`src/rtl/debug_abstract_cmd_ctrl_pkg.sv`:
```
// debug_abstract_cmd_ctrl_pkg: cmderr codes, command field positions, regno bounds and FSM states
package debug_abstract_cmd_ctrl_pkg;
  localparam logic [2:0] CMDERR_NONE = 3'd0;
  localparam logic [2:0] CMDERR_BUSY = 3'd1;
  localparam logic [2:0] CMDERR_NOTSUP = 3'd2;
  localparam logic [2:0] CMDERR_EXCEPTION = 3'd3;
  localparam logic [2:0] CMDERR_HALTRESUME = 3'd4;
  localparam logic [2:0] CMDERR_OTHER = 3'd7;
  localparam int CMDTYPE_HI = 31;
  localparam int CMDTYPE_LO = 24;
  localparam int AARSIZE_HI = 22;
  localparam int AARSIZE_LO = 20;
  localparam int POSTINC_BIT = 19;
  localparam int POSTEXEC_BIT = 18;
  localparam int TRANSFER_BIT = 17;
  localparam int WRITE_BIT = 16;
  localparam int REGNO_HI = 15;
  localparam int REGNO_LO = 0;
  localparam logic [15:0] REGNO_CSR_HI = 16'h0FFF;
  localparam logic [15:0] REGNO_GPR_LO = 16'h1000;
  localparam logic [15:0] REGNO_GPR_HI = 16'h101F;
  typedef enum logic [1:0] {ST_IDLE, ST_CHECK, ST_ACCESS, ST_DONE} state_t;
endpackage

```
`src/rtl/debug_abstract_cmd_ctrl_decode.sv`:
```
// debug_cmd_decode: combinational decode/legality check of an Access Register command.
// DBG_AAR_POSTINC_EN makes aarpostincrement=1 legal.
module debug_cmd_decode
  import debug_abstract_cmd_ctrl_pkg::*;
(
  input  logic [31:0] cmd,
  output logic        legal,
  output logic        is_gpr,
  output logic        is_csr,
  output logic [11:0] index,
  output logic        write,
  output logic        transfer
);
  logic [15:0] regno;
  logic postinc_ok;
  logic unused_bit;
  assign regno = cmd[REGNO_HI:REGNO_LO];
  assign unused_bit = cmd[23];
`ifdef DBG_AAR_POSTINC_EN
  assign postinc_ok = 1'b1;
`else
  assign postinc_ok = !cmd[POSTINC_BIT];
`endif
  assign is_csr = regno <= REGNO_CSR_HI;
  assign is_gpr = regno >= REGNO_GPR_LO && regno <= REGNO_GPR_HI;
  assign legal = cmd[CMDTYPE_HI:CMDTYPE_LO] == 8'd0 && cmd[AARSIZE_HI:AARSIZE_LO] == 3'd2 &&
                 !cmd[POSTEXEC_BIT] && postinc_ok && (is_csr || is_gpr);
  assign index = regno[11:0];
  assign write = cmd[WRITE_BIT];
  assign transfer = cmd[TRANSFER_BIT];
endmodule

```
`src/rtl/debug_abstract_cmd_ctrl.sv`:
```
// debug_abstract_cmd_ctrl: sequences Access Register abstract commands onto the core GPR/CSR ports.
// DBG_AAR_POSTINC_EN enables aarpostincrement and the regno_o/regno_we_o write-back ports.
module debug_abstract_cmd_ctrl
  import debug_abstract_cmd_ctrl_pkg::*;
#(
  parameter int ACK_TIMEOUT = 16,
  parameter int XLEN = 32
) (
  input  logic            clk_i,
  input  logic            rst_i,
  input  logic            cmd_valid_i,
  input  logic [31:0]     cmd_i,
  input  logic [XLEN-1:0] data0_i,
  input  logic [2:0]      cmderr_clr_i,
  input  logic            halted_i,
  output logic            busy_o,
  output logic [2:0]      cmderr_o,
  output logic [XLEN-1:0] data0_o,
  output logic            data0_we_o,
`ifdef DBG_AAR_POSTINC_EN
  output logic [15:0]     regno_o,
  output logic            regno_we_o,
`endif
  output logic            gpr_req_o,
  output logic            gpr_we_o,
  output logic [4:0]      gpr_addr_o,
  output logic [XLEN-1:0] gpr_wdata_o,
  input  logic            gpr_ack_i,
  input  logic [XLEN-1:0] gpr_rdata_i,
  output logic            csr_req_o,
  output logic            csr_we_o,
  output logic [11:0]     csr_addr_o,
  output logic [XLEN-1:0] csr_wdata_o,
  input  logic            csr_ack_i,
  input  logic            csr_err_i,
  input  logic [XLEN-1:0] csr_rdata_i
);
  state_t state, state_n;
  logic [31:0] cmd_q;
  logic [XLEN-1:0] data0_q;
  logic [7:0] cnt;
  logic [2:0] err;
  logic legal, is_gpr, is_csr, write, transfer, ack, accept, timeout, access;
  logic [11:0] index;
  debug_cmd_decode u_decode (
    .cmd(cmd_q), .legal(legal), .is_gpr(is_gpr), .is_csr(is_csr),
    .index(index), .write(write), .transfer(transfer)
  );
  assign access = state == ST_ACCESS;
  assign busy_o = state != ST_IDLE;
  assign accept = state == ST_IDLE && cmd_valid_i && cmderr_o == CMDERR_NONE;
  assign ack = is_gpr ? gpr_ack_i : csr_ack_i;
  assign timeout = cnt == 8'(ACK_TIMEOUT - 1);
  assign gpr_req_o = access && is_gpr;
  assign gpr_we_o = gpr_req_o && write;
  assign gpr_addr_o = index[4:0];
  assign gpr_wdata_o = data0_q;
  assign csr_req_o = access && is_csr;
  assign csr_we_o = csr_req_o && write;
  assign csr_addr_o = index;
  assign csr_wdata_o = data0_q;
`ifdef DBG_AAR_POSTINC_EN
  assign regno_o = cmd_q[REGNO_HI:REGNO_LO] + 16'd1;
  assign regno_we_o = state == ST_DONE && cmd_q[POSTINC_BIT] && cmderr_o == CMDERR_NONE;
`endif
  always_comb begin
    state_n = state;
    err = CMDERR_NONE;
    case (state)
      ST_IDLE: state_n = accept ? ST_CHECK : ST_IDLE;
      ST_CHECK: begin
        state_n = legal && halted_i && transfer ? ST_ACCESS : ST_DONE;
        err = !legal ? CMDERR_NOTSUP : !halted_i ? CMDERR_HALTRESUME : CMDERR_NONE;
      end
      ST_ACCESS: begin
        state_n = ack || timeout ? ST_DONE : ST_ACCESS;
        err = ack ? (is_csr && csr_err_i ? CMDERR_EXCEPTION : CMDERR_NONE) :
              timeout ? CMDERR_OTHER : CMDERR_NONE;
      end
      default: state_n = ST_IDLE;
    endcase
    if (err == CMDERR_NONE && cmd_valid_i && busy_o) err = CMDERR_BUSY;
  end
  always_ff @(posedge clk_i) begin
    if (rst_i) begin
      state <= ST_IDLE;
      cmd_q <= '0;
      data0_q <= '0;
      cnt <= '0;
      cmderr_o <= CMDERR_NONE;
      data0_o <= '0;
      data0_we_o <= 1'b0;
    end else begin
      state <= state_n;
      // a newly raised error beats a same-cycle clear; otherwise W1C
      cmderr_o <= cmderr_o == CMDERR_NONE && err != CMDERR_NONE ? err : cmderr_o & ~cmderr_clr_i;
      cnt <= access ? cnt + 8'd1 : 8'd0;
      data0_we_o <= access && ack && !write && !(is_csr && csr_err_i);
      if (access && ack && !write) data0_o <= is_gpr ? gpr_rdata_i : csr_rdata_i;
      if (accept) begin
        cmd_q <= cmd_i;
        data0_q <= data0_i;
      end
`ifdef DBG_AAR_POSTINC_EN
      if (regno_we_o) cmd_q[REGNO_HI:REGNO_LO] <= regno_o;
`endif
    end
  end
endmodule

```
`config.mk`:
```
export PLATFORM = sky130hd
export DESIGN_NAME = debug_abstract_cmd_ctrl
export DESIGN_NICKNAME = d
export VERILOG_FILES = /design/src/rtl/debug_abstract_cmd_ctrl_pkg.sv /design/src/rtl/debug_abstract_cmd_ctrl_decode.sv /design/src/rtl/debug_abstract_cmd_ctrl.sv
export SDC_FILE = /design/constraint.sdc
export NUM_CORES = 1
export LEC_CHECK = 0
export ABC_AREA = 1
export ABC_CLOCK_PERIOD_IN_PS = 3300
export CAP_MARGIN = 40
export CORE_MARGIN = 8
export CORE_UTILIZATION = 43
export DETAILED_ROUTE_END_ITERATION = 10
export PLACE_DENSITY = 0.86
export SYNTH_ARGS = -nofsm -noshare
export SYNTH_HDL_FRONTEND = slang
export SYNTH_HIERARCHICAL = 1
export SYNTH_SLANG_ARGS = --single-unit
export TNS_END_PERCENT = 10
```
`constraint.sdc`:
```
create_clock -name clk_i -period 3.3 [get_ports clk_i]
set_input_delay 0.66 -clock clk_i [delete_from_list [all_inputs] [get_ports clk_i]]
set_output_delay 0.66 -clock clk_i [all_outputs]
set_load 0.01 [all_outputs]
```
# == Word level (Yosys, flattened, before mapping) ==
# Index checks and enable logic that the tools add are counted.
# word_totals
ramBits,0
input_bits,138
latch_bits,0
register_bits,110
rom_bits,0
out_inout_bits,122
n_memories,0
# classes
shifts,0
n_lt_le_gt_ge,3
eq_ne,4
muxes,14
bitwise_logic,3
add_sub_neg,1
n_div,0
reduce_logical,33
n_mul,0
# op_table
op,count
$mux W32,1
$logic_and A1 B1 Y1,20
$mux W3,6
$ge A16 B13 Y1 const B,1
$le A16 B12 Y1 const B,1
$le A16 B13 Y1 const B,1
$add A8 B1 Y8 const B,1
$eq A8 B4 Y1 const B,1
$logic_not A8 Y1,1
$logic_not A3 Y1,2
$pmux W2 S3,1
$pmux W3 S2,1
$logic_not A1 Y1,4
$mux W1,4
$and A3 B3 Y3,1
$eq A3 B2 Y1 const B,1
$not A3 Y3,1
$reduce_bool A3 Y1,1
$eq A2 B1 Y1 const B,1
$eq A2 B2 Y1 const B,1
$logic_not A2 Y1,1
$logic_or A1 B1 Y1,2
$mux W2,1
$reduce_bool A2 Y1,1
other kinds (2),2

# == Depth between registers and ports, before layout ==
# logic_depth
ltp_word,14
mapped_depth,17
ltp_nobuf,16

# == Hierarchy ==
# Netlist, hierarchy kept.
# modules_own_cells
mod,n_inst,area_each_um2,cells_each,seq_area_each_um2
debug_abstract_cmd_ctrl,1,4727.0,604,2202.1
debug_cmd_decode,1,279.0,54,0.0

# == Worst setup path before layout ==
# No wires, ideal clock.
# synth_path
kind,register to output
startpoint,register cmd_q[14]
endpoint,output port gpr_we_o
path_buffers,2
path_stages_with_launch,10
arrival_ns,1.360
slack_ns,1.280
path_cell_list,dfxtp_1 > inv_1 > nand2_1 > inv_1 > nand3_1 > nor3b_2 > buf_6 > clkbuf_1 > nand2_1 > nor2_1
# synth_via
elab_chain_cells,4
elab_cells_between_ends,5
cone_classes,order compare: 2; reduce/logical: 3
# synth_rtl
element,line_no,text
start: declaration,debug_abstract_cmd_ctrl.sv:39,logic [31:0] cmd_q;
start signal: assignment,debug_abstract_cmd_ctrl.sv:101,cmd_q <= cmd_i;
$ge A16 B13 Y1 or $le A16 B13 Y1 (tied branches),debug_abstract_cmd_ctrl_decode.sv:25,assign is_gpr = regno >= REGNO_GPR_LO && regno <= REGNO_GPR_HI;
$logic_and A1 B1 Y1 *,debug_abstract_cmd_ctrl_decode.sv:25,
net is_gpr,debug_abstract_cmd_ctrl.sv:43,"logic legal, is_gpr, is_csr, write, transfer, ack, accept, timeout, access;"
$logic_and A1 B1 Y1 *,debug_abstract_cmd_ctrl.sv:54,assign gpr_req_o = access && is_gpr;
$logic_and A1 B1 Y1 *,debug_abstract_cmd_ctrl.sv:55,assign gpr_we_o = gpr_req_o && write;
end: declaration,debug_abstract_cmd_ctrl.sv:25,"output logic gpr_we_o,"
# The timed path passes the listed nets; every way through them passes the cells marked *.

# == Worst setup path after layout ==
# Same ends and word-level chain as after synthesis.

==> flow_summary_export.csv <==
group,metric,value,unit
floorplan,core_area,11370,um2
route,ant_nets,0,
sta,tns,0,ns
clocking,cts_tree,"built",
cells_and_area,finalInstanceArea,7505,um2
clocking,post_cts_buffers,0,
pwr,p_leak,2.780,nW
grt,grt_pass1_wl,22620,um
cells_and_area,drive_above_1_share,0.06280,
worst_hold_path,hold_class,"flip-flop to flip-flop",
sta,finalHoldViolations,0,
critical_path,crit_path_end,"gpr_we_o",
sta,worst_pin_slew,0.4865,ns
critical_path,r2r-end,"data0_o[26]",
critical_path,start_kind,"flip-flop",
logic_synthesis,synth_area,4974,um2
run_status,outcome,"completed",
placed_design,placed_cells,971,
clocking,htree_levels,3,
critical_path,crit-reg2reg-launch,"cmd_q[14]",
grt,antenna_found_initial,0,
clocking,clock_sinks,109,
logic_synthesis,synth.avg_cell_area,7.605,um2
sta,period_needed,2.747,ns
route,finalWirelength,15340,um
cells_and_area,syn_to_final_growth,50.89,%
clocking,cts_buffer_depth,2,
placed_design,place.gp.congestion,0.8269,
placed_design,numPortBuffers,258,
floorplan,die_w,123.5,um
route,drc,0,
cells_and_area,fin_cells,987,
logic_synthesis,syn_inst,654,
floorplan,design.die.area,15260,um2
critical_path,required,2.64,ns
critical_path,worstSetupStartpoint,"cmd_q[14]",
grt,grt_usage,0.1869,
clocking,cts_buffers,9,
clocking,clk_pin_slew,0.08,ns
pwr,power,4.984,mW
sta,setup_viol,0,
floorplan,rows,39,
sta,relSlewSlack,0.6757,
pwr,vdd_drop_max,0.3621,mV
clocking,cts-root-buf,"clkbuf_16",
route,first_pass_iters,4,
grt,grt_pass1_vias,4435,
critical_path,r2r.worst_path.cells,13,
route,num_vias,4707,
grt,grt_max_degree,66,
route,viasPerCell,4.769,
sta,grt_setup_unrepaired,"no",
placed_design,post-dp-hpwl,11770,um
clocking,clkLatencyLatePin,0.34,ns
sta,fin_crit_sh,0.8325,
route,drt-wirelength-per-cell,15.54,um
floorplan,num_io_pins,260,
route,drtIter0Drc,264,
logic_synthesis,synth.net_count,797,
critical_path,cp.arrival,2.09,ns
clocking,cts_resized,0,
sta,finClkSkew,0.01455,ns
cells_and_area,n_fill_cell,953,
grt,grt-ovfl-total,0,
clocking,cts_hold_buf,0,
placed_design,place_area,7226,um2
logic_synthesis,yosysWarnings,6,
run,max_cap_viol_count,0,
pwr,p_per_area,664.1,nW/um2
floorplan,start_util,0.4374,
floorplan,die_h,123.5,um
critical_path,cp_max_fo,4,
sta,drv_slew,0,
critical_path,path_class,"flip-flop to output pin",
cells_and_area,nets,982,
cells_and_area,antennaDiodeCount,0,
critical_path,cp-end-kind,"output pin",
sta,max_freq,364.0,MHz
critical_path,r2r_slack,0.80,ns
-- where the power goes --
group          total, mW  internal (mW)  switching (mW)  leakage (nW)
Combinational       2.18           1.05            1.13          1.76
Clock               1.03          0.539           0.487         0.129
Sequential          1.78           1.60           0.182         0.889
-- registers in the layout, summed over array words and instances, names as in the netlist --
| signal | flops |
|---|---|
| data0_o | 32 |
| cmd_q | 31 |
| cnt | 8 |
| cmderr_o | 3 |
| state | 2 |
| data0_we_o | 1 |
| csr_wdata_o | 32 |
-- worst min-delay path by stage --
stage | depth (start not counted) | startpoint | slack (ns) | end
floorplan | 1 | cnt[0] | 0.43 | cnt[0]
global placement | 1 | cnt[0] | 0.44 | cnt[0]
detailed placement | 2 | cmd_q[24] | 0.45 | cmd_q[24]
CTS | 2 | cmd_q[24] | 0.46 | cmd_q[24]
global route | 2 | cmd_q[24] | 0.47 | cmd_q[24]
finish | 2 | cmd_q[24] | 0.46 | cmd_q[24]
-- critical path: stages, from the launching register on --
cell             delay, ns
dfxtp_1               0.32
inv_1                 0.05
nand2_1               0.07
inv_1                 0.08
nand3_1               0.10
nor3b_4               0.30
nand2_1               0.13
nor2_1                0.12
clkdlybuf4s50_1       0.57
-- placed cells by master, fill, tap and decap left out, types with 2 or more instances in the layout --
| cell type | n |
|---|---|
| a311oi_1 | 10 |
| nor2_1 | 64 |
| nand3b_1 | 2 |
| a311oi_2 | 22 |
| buf_4 | 5 |
| clkbuf_1 | 2 |
| a21oi_1 | 70 |
| ha_1 | 5 |
| dfxtp_1 | 109 |
| clkbuf_16 | 9 |
| inv_1 | 29 |
| nand2_1 | 226 |
| nand3_1 | 10 |
| clkinvlp_4 | 2 |
| buf_12 | 2 |
| inv_2 | 3 |
| clkdlybuf4s50_1 | 257 |
| nand4_1 | 2 |
-- layer usage --
metal	share of wire	vias to the layer above	track usage
li1	-	2409	-
met4	0.024	0	0.06998
met5	0	-	0
met3	0.069	20	0.04475
met1	0.39	2142	0.2037
met2	0.52	136	0.3430
-- through the flow --
stage	util	hold WS, ns	setup WS [ns]
floorplan	-	0.4299	1.280
CTS	0.6601	0.4580	0.5506
finish	0.6601	0.4561	0.5527
detailed placement	0.6355	0.4476	0.7915
global route	0.6601	0.4726	0.4261
global placement	0.6355	0.4439	0.8186
-- final cells by class --
cell class / count / area [um2] / area share
Clock inverter: 4 / 32.53 / 0.004335
Timing Repair Buffer: 264 / 2650 / 0.3531
Clock buffer: 12 / 246.5 / 0.03284
Multi-Input combinational cell: 422 / 2088 / 0.2783
Inverter: 33 / 126.4 / 0.01684
Sequential cell: 109 / 2182 / 0.2908
Tap cell: 143 / 178.9 / 0.02384
No activity file was read; power rests on OpenSTA's default activity.
